--- config.mk ---
export PLATFORM = sky130hd
export DESIGN_NAME = i2c_reg_sequencer_flat
export DESIGN_NICKNAME = d
export VERILOG_FILES = /design/src/rtl/i2c_reg_sequencer_pkg.sv /design/src/rtl/i2c_reg_sequencer_if.sv /design/src/rtl/i2c_reg_sequencer_timer.sv /design/src/rtl/i2c_reg_sequencer.sv /design/src/flat_wrapper.sv
export SDC_FILE = /design/constraint.sdc
export NUM_CORES = 1
export LEC_CHECK = 0
export ABC_AREA = 1
export BUFFER_PORTS_ARGS = -buffer_cell sky130_fd_sc_hd__buf_2
export CAP_MARGIN = 40
export CORE_ASPECT_RATIO = 1.2
export CORE_UTILIZATION = 30
export CTS_BUF_LIST = sky130_fd_sc_hd__clkbuf_8
export DETAILED_ROUTE_END_ITERATION = 6
export MAX_ROUTING_LAYER = met4
export PLACE_DENSITY_LB_ADDON = 0.12
export SLEW_MARGIN = 10
export SYNTH_ARGS = -nofsm -noshare
export SYNTH_HDL_FRONTEND = slang
export SYNTH_SLANG_ARGS = --single-unit
--- constraint.sdc ---
create_clock -name clk -period 2.9 [get_ports clk]
set_clock_uncertainty 0.1 [all_clocks]
set_input_delay 0.87 -clock clk [delete_from_list [all_inputs] [get_ports clk]]
set_output_delay 0.87 -clock clk [all_outputs]
set_load 0.005 [all_outputs]
--- src/rtl/i2c_reg_sequencer_pkg.sv ---
// Shared state encodings, request record and default timeout for the I2C register sequencer.
// No logic of its own; imported by the sequencer and its bench.
package i2c_reg_sequencer_pkg;

    typedef enum logic [2:0] {
        IDLE      = 3'd0,
        START     = 3'd1,
        WAIT_BUSY = 3'd2,
        BYTE      = 3'd3,
        RDATA     = 3'd4,
        WAIT_IDLE = 3'd5,
        ABORT     = 3'd6
    } seq_state_t;

    localparam logic [15:0] TIMEOUT_CYC_DEFAULT = 16'd60000;

    typedef struct packed {
        logic       rd;
        logic [6:0] dev_addr;
        logic [7:0] reg_addr;
        logic [7:0] wdata;
    } txn_t;

    function automatic logic [7:0] addr_byte(input logic [6:0] dev, input logic rnw);
        return {dev, rnw};
    endfunction

endpackage

--- src/rtl/i2c_reg_sequencer_if.sv ---
// Byte-level handshake between the register sequencer and the I2C master core.
// master = sequencer side (drives strobes and tx byte); slave = master-core side.
interface i2c_reg_sequencer_if;
    logic       m_start;
    logic       m_send;
    logic       m_receive;
    logic [7:0] m_datasend;
    logic       m_ready;
    logic       m_sended;
    logic       m_received;
    logic [7:0] m_datareceive;

    modport master (
        output m_start, m_send, m_receive, m_datasend,
        input  m_ready, m_sended, m_received, m_datareceive
    );

    modport slave (
        input  m_start, m_send, m_receive, m_datasend,
        output m_ready, m_sended, m_received, m_datareceive
    );
endinterface

--- src/rtl/i2c_reg_sequencer_timer.sv ---
// Per-transaction watchdog: clears on request accept, counts while enabled, flags LIMIT reached.
// expired is combinational so the registered abort lands exactly LIMIT cycles after START.
module i2c_seq_timer #(
    parameter logic [15:0] LIMIT = 16'd60000
) (
    input  logic clk,
    input  logic reset,
    input  logic clear,
    input  logic enable,
    output logic expired
);
    logic [15:0] count;

    always_ff @(posedge clk) begin
        if (!reset) begin
            count <= '0;
        end else if (clear) begin
            count <= '0;
        end else if (enable) begin
            count <= count + 16'd1;
        end
    end

    // true in the cycle whose closing edge takes count to LIMIT
    assign expired = enable && !clear && (({1'b0, count} + 17'd1) == {1'b0, LIMIT});

endmodule

--- src/rtl/i2c_reg_sequencer.sv ---
// Sequences one I2C register read/write over a byte-level master core; done/err pulse ends each request.
// Latency is bus-bound and capped by TIMEOUT_CYC; req is taken only in IDLE with m_ready=1, otherwise ignored.
module i2c_reg_sequencer
    import i2c_reg_sequencer_pkg::*;
#(
    parameter logic [15:0] TIMEOUT_CYC = TIMEOUT_CYC_DEFAULT
) (
    input  logic                  clk,
    input  logic                  reset,
    input  logic                  req,
    input  logic                  rd,
    input  logic [6:0]            dev_addr,
    input  logic [7:0]            reg_addr,
    input  logic [7:0]            wdata,
    output logic                  busy,
    output logic                  done,
    output logic                  err,
    output logic [7:0]            rdata,
    i2c_reg_sequencer_if.master   m
);
    seq_state_t state, state_nxt;
    txn_t       txn;
    logic [1:0] bcnt, bcnt_nxt;
    logic [7:0] dsend, dsend_nxt;
    logic       start_q, start_nxt;
    logic       send_q, send_nxt;
    logic       recv_q, recv_nxt;
    logic       done_nxt, err_nxt;
    logic [7:0] rdata_nxt;
    logic       accept;
    logic       sended_q, received_q;
    logic       sended_rise, sended_fall, received_rise;
    logic       expired;

    assign sended_rise   =  m.m_sended   & ~sended_q;
    assign sended_fall   = ~m.m_sended   &  sended_q;
    assign received_rise =  m.m_received & ~received_q;

    // timer is zeroed on the accept edge, so it reads 0 throughout START
    i2c_seq_timer #(.LIMIT(TIMEOUT_CYC)) u_timer (
        .clk     (clk),
        .reset   (reset),
        .clear   (accept),
        .enable  (state != IDLE),
        .expired (expired)
    );

    always_comb begin
        state_nxt = state;
        bcnt_nxt  = bcnt;
        dsend_nxt = dsend;
        start_nxt = 1'b0;
        send_nxt  = send_q;
        recv_nxt  = recv_q;
        done_nxt  = 1'b0;
        err_nxt   = 1'b0;
        rdata_nxt = rdata;
        accept    = 1'b0;

        case (state)
            IDLE: begin
                if (req && m.m_ready) begin
                    accept    = 1'b1;
                    state_nxt = START;
                    dsend_nxt = addr_byte(dev_addr, 1'b0);
                    start_nxt = 1'b1;
                    bcnt_nxt  = 2'd0;
                    send_nxt  = 1'b0;
                    recv_nxt  = 1'b0;
                end
            end
            START:     state_nxt = WAIT_BUSY;
            WAIT_BUSY: if (!m.m_ready) state_nxt = BYTE;
            BYTE: begin
                if (m.m_ready) begin
                    // master stopped early: a byte was NACKed
                    state_nxt = IDLE;
                    done_nxt  = 1'b1;
                    err_nxt   = 1'b1;
                    send_nxt  = 1'b0;
                    recv_nxt  = 1'b0;
                end else if (sended_fall) begin
                    send_nxt = 1'b0;
                    if (recv_q) begin
                        recv_nxt  = 1'b0;
                        state_nxt = RDATA;
                    end
                end else if (sended_rise) begin
                    case (bcnt)
                        2'd0: begin
                            dsend_nxt = txn.reg_addr;
                            send_nxt  = 1'b1;
                            bcnt_nxt  = 2'd1;
                        end
                        2'd1: begin
                            bcnt_nxt = 2'd2;
                            if (txn.rd) begin
                                dsend_nxt = addr_byte(txn.dev_addr, 1'b1);
                                start_nxt = 1'b1;
                                send_nxt  = 1'b0;
                            end else begin
                                dsend_nxt = txn.wdata;
                                send_nxt  = 1'b1;
                            end
                        end
                        2'd2: begin
                            if (txn.rd) begin
                                recv_nxt = 1'b1;
                                send_nxt = 1'b0;
                                bcnt_nxt = 2'd3;
                            end else begin
                                state_nxt = WAIT_IDLE;
                            end
                        end
                        default: ;
                    endcase
                end
            end
            RDATA: begin
                if (m.m_ready) begin
                    state_nxt = IDLE;
                    done_nxt  = 1'b1;
                    err_nxt   = 1'b1;
                end else if (received_rise) begin
                    rdata_nxt = m.m_datareceive;
                    state_nxt = WAIT_IDLE;
                end
            end
            WAIT_IDLE: begin
                if (m.m_ready) begin
                    state_nxt = IDLE;
                    done_nxt  = 1'b1;
                end
            end
            ABORT:   if (m.m_ready) state_nxt = IDLE;
            default: state_nxt = IDLE;
        endcase

        // timeout overrides anything decided above, including edges seen this cycle
        if (expired && state != ABORT) begin
            state_nxt = ABORT;
            done_nxt  = 1'b1;
            err_nxt   = 1'b1;
            start_nxt = 1'b0;
            send_nxt  = 1'b0;
            recv_nxt  = 1'b0;
            bcnt_nxt  = bcnt;
            dsend_nxt = dsend;
            rdata_nxt = rdata;
        end
    end

    always_ff @(posedge clk) begin
        if (!reset) begin
            state      <= IDLE;
            txn        <= '0;
            bcnt       <= '0;
            dsend      <= '0;
            start_q    <= 1'b0;
            send_q     <= 1'b0;
            recv_q     <= 1'b0;
            done       <= 1'b0;
            err        <= 1'b0;
            rdata      <= '0;
            sended_q   <= 1'b0;
            received_q <= 1'b0;
        end else begin
            state      <= state_nxt;
            bcnt       <= bcnt_nxt;
            dsend      <= dsend_nxt;
            start_q    <= start_nxt;
            send_q     <= send_nxt;
            recv_q     <= recv_nxt;
            done       <= done_nxt;
            err        <= err_nxt;
            rdata      <= rdata_nxt;
            sended_q   <= m.m_sended;
            received_q <= m.m_received;
            if (accept) txn <= {rd, dev_addr, reg_addr, wdata};
        end
    end

    assign busy         = (state != IDLE);
    assign m.m_start    = start_q;
    assign m.m_send     = send_q;
    assign m.m_receive  = recv_q;
    assign m.m_datasend = dsend;

endmodule

--- src/flat_wrapper.sv ---
// flat-port wrapper written by rule: the top's interface ports become plain ports
module i2c_reg_sequencer_flat import i2c_reg_sequencer_pkg::*;
#(
    parameter logic [15:0] TIMEOUT_CYC = TIMEOUT_CYC_DEFAULT
)
  (clk, reset, req, rd, dev_addr, reg_addr, wdata, busy, done, err, rdata, m_m_start, m_m_send, m_m_receive, m_m_datasend, m_m_ready, m_m_sended, m_m_received, m_m_datareceive);
  i2c_reg_sequencer_if m_i ();
  input  logic clk;
  input  logic reset;
  input  logic req;
  input  logic rd;
  input  logic [6:0] dev_addr;
  input  logic [7:0] reg_addr;
  input  logic [7:0] wdata;
  output logic busy;
  output logic done;
  output logic err;
  output logic [7:0] rdata;
  output wire logic [$bits(m_i.m_start)-1:0] m_m_start;
  output wire logic [$bits(m_i.m_send)-1:0] m_m_send;
  output wire logic [$bits(m_i.m_receive)-1:0] m_m_receive;
  output wire logic [$bits(m_i.m_datasend)-1:0] m_m_datasend;
  input wire logic [$bits(m_i.m_ready)-1:0] m_m_ready;
  input wire logic [$bits(m_i.m_sended)-1:0] m_m_sended;
  input wire logic [$bits(m_i.m_received)-1:0] m_m_received;
  input wire logic [$bits(m_i.m_datareceive)-1:0] m_m_datareceive;
  assign m_m_start = m_i.m_start;
  assign m_m_send = m_i.m_send;
  assign m_m_receive = m_i.m_receive;
  assign m_m_datasend = m_i.m_datasend;
  assign m_i.m_ready = m_m_ready;
  assign m_i.m_sended = m_m_sended;
  assign m_i.m_received = m_m_received;
  assign m_i.m_datareceive = m_m_datareceive;
  i2c_reg_sequencer #(.TIMEOUT_CYC(TIMEOUT_CYC)) u_core (.clk(clk), .reset(reset), .req(req), .rd(rd), .dev_addr(dev_addr), .reg_addr(reg_addr), .wdata(wdata), .busy(busy), .done(done), .err(err), .rdata(rdata), .m(m_i));
endmodule
==> impl_results.md <==
* Top-Level Pins at 60
* Hold Violations, Final at 0
* Fin. max-slew vios at 0
* Routability Congestion at 0.813
* Seq/Total Area, Yosys at 37.8%
* Slew @ Worst Pin at 755 ps
* CP Cell Sequence: nor2_2, nand2_4, inv_2, nand2_1, nand2_1, inv_1, o211ai_1, inv_1
* Worst rel slew slack at 49.6%
* Cell row count at 43
* PwrDens at 783 nW/um^2
* Initial antenna violation count at 0
* Leakage Power at 0.00182 uW
* Maximum vdd ir drop at 0.000312 V
* CTS Hold Buffers Added at 0
* Crit-path max cell delay at 410 ps
* CTS Buf Count at 9
* Tot GR Track Use at 16.9%
* Main synth FF type: dfxtp_1
* Total power at 3300 uW
* Top delay family on crit path: simple AND/OR/NAND/NOR gates
* Worst Path Required at 3030 ps
* Crit-path slowest cell: nand2_1
* DP Area at 4030 sq um
* Fin crit share at 80.3%
* Final core utilization at 36.2%
* Max Clk Rate at 0.429 GHz
* Die Span Y at ~120 um
* Area Overhead vs Synth at 17.0%
* Area leader, netlist: dfxtp_1
* Clk sinks at 68
* Largest family of logic cells by synthesized area: simple AND/OR/NAND/NOR gates
* H-tree levels at 3
* Post-CTS resize count at 0
* Syn nets at between 500 and 600
* Synth Instances at 521
* Critical path fanouts, max at 19
* Placeable Area at 11600 sq um
* Clk slew on worst S/H paths at 70 ps
* Share of post-route cells with drive strength above 1 at 19.6%
* Buffer depth of the longest clock path at 2
* Final setup fails at 0
* WP buf/inv at 3
* Die W at roughly 100 um
* Synthesis Warnings at 0
* Clock Latency Late Sink at 350 ps
* Grt ovf at 0
* First-pass GRT wire length at 15600 um
* #FFs+latches synth at 68
* Final setup TNS at 0 ps
* Starting Density at 31.0%
* Area share of fa/ha/maj cells after synthesis at 2.43%
* EDFF count, synth at 0
* Hold/Removal Path Class: flop to flop
* Wire per inst at 12.8 um
* Port-buffer cells at 59
* Antenna Cells at 0
* Iteration-0 DRC count of the detailed router at 151
* Antenna Nets Post-Route at 0
* Mux cell area share after synthesis at 0%
* Total of max-cap violations at 0
* Status: finished clean
* # DRC at 0
* WP data arrival at 2460 ps
* CTS tree: built
* Synth Area in Compound Gates at 19.2%
* Most frequent cells in the layout: 109 x nand2_1, 68 x dfxtp_1, 67 x inv_1
* Clock root cell: clkbuf_8
* Largest net degree at the start of global routing at 27
* Total Nets Final at 622
* Vias at 3479
* Final wirelength at 9480 um
* Ranking of synthesized cells by area: dfxtp_1 38%, nand2_1 11%, a21oi_1 8.1%
* RSZ-0062 raised after global routing: no
* Crit start category: flop
* Simple-gate share of the synthesized area at between 30% and 40%
* Kind of critical path: flop to flop
* Ys async rst share at 0%
* Mapped Avg Cell Area at 6.90 sq um
* Mapped Area at 3600 sq um
* Most common cell after layout, fill and taps aside: nand2_1
* Post-CTS Setup Repair Bufs at 0
* Die area at 12400 sq um
* HPWL Detailed at 7060 um
* Crit path time final at 2330 ps
* Fin area at 4210 sq um
* First drt pass iteration count at 4
* Vias in the first global route at 3284
* Count of cell types in the netlist at 37
* Vias per Instance at between 4 and 5
* Xor and xnor area share after synthesis at 0%
* Top cell type's share of synthesized area at 37.8%
* Crit path capture type: flop
## state kept, by name, summed over array words and instances, names as in the netlist
name                  count
u_core.done               1
u_core.m.m_receive        1
u_core.m.m_send           1
u_core.bcnt               2
u_core.state              3
u_core.err                1
u_core.m.m_datasend       8
u_core.u_timer.count     16
u_core.sended_q           1
u_core.rdata              8
u_core.m.m_start          1
u_core.txn               24
u_core.received_q         1
## path summary, 6_finish.rpt
check	slack, ps	startpoint	depth (start not counted)	end
hold / removal	350	u_core.txn[14]$_SDFFE_PN0P_	2	u_core.txn[14]$_SDFFE_PN0P_
setup / recovery	570	u_core.state[1]$_SDFFE_PN0P_	8	u_core.u_timer.count[10]$_SDFFE_PP0P_
setup reg to reg	570	u_core.state[1]$_SDFFE_PN0P_	8	u_core.u_timer.count[10]$_SDFFE_PP0P_
hold reg to reg	350	u_core.txn[14]$_SDFFE_PN0P_	2	u_core.txn[14]$_SDFFE_PN0P_
## cells by family after synthesis
kind of cell / Yosys count
adder cells (fa/ha/maj): 7
buffers and inverters: 91
AO/OA/AOI/OAI: 129
flip-flops: 68
AND/OR/NAND/NOR: 226
## power by group
| part | leakage (uW) | switching (uW) | total, uW | internal (uW) |
|---|---|---|---|---|
| logic | 0.00116 | 765 | 1160 | 396 |
| clock network | 0.000106 | 350 | 756 | 406 |
| registers | 0.000556 | 217 | 1380 | 1160 |
| total | 0.00182 | 1330 | 3300 | 1970 |
## per-stage QoR
stage                     setup slack, ps  std cells  hold slack (ps)
after global routing                  280        738              370
after global placement                409        723              334
final                                 570        738              346
after detailed placement              390        723              337
after floorplan                       726        521              324
after CTS                             505        738              348
## Yosys cell counts, types with 6 or more instances
cell type and n:
o21ai_0 48, nor2_1 35, ha_1 7, nand3_1 25
nor3_1 6, nand2_2 10, inv_1 64, nand4_1 19
nand2_1 109, dfxtp_1 68, a21oi_1 58, o22ai_1 7
inv_2 8, clkbuf_1 10
## worst min-delay path, cell delays in order, from the launching register on
cell,delay (ps)
dfxtp_1,300
inv_1,50
a21oi_1,50
## layout make-up
cell class	instances	area, sq um
Inverter	73	274
Clock buffer	10	138
Tap cell	157	196
Timing Repair Buffer	63	325
Sequential cell	68	1360
Fill cell	1344	7410
Multi-Input combinational cell	362	1870
Clock inverter	5	46.3
## routing by layer
layer,vias to the layer above,track usage [%],part of all wire [%]
li1,1832,-,-
met1,1574,19.0,45
met2,57,28.6,50
met3,16,3.16,2.9
met4,0,7.86,2.7
met5,-,-,0
Power figures use the tool's default switching activity.
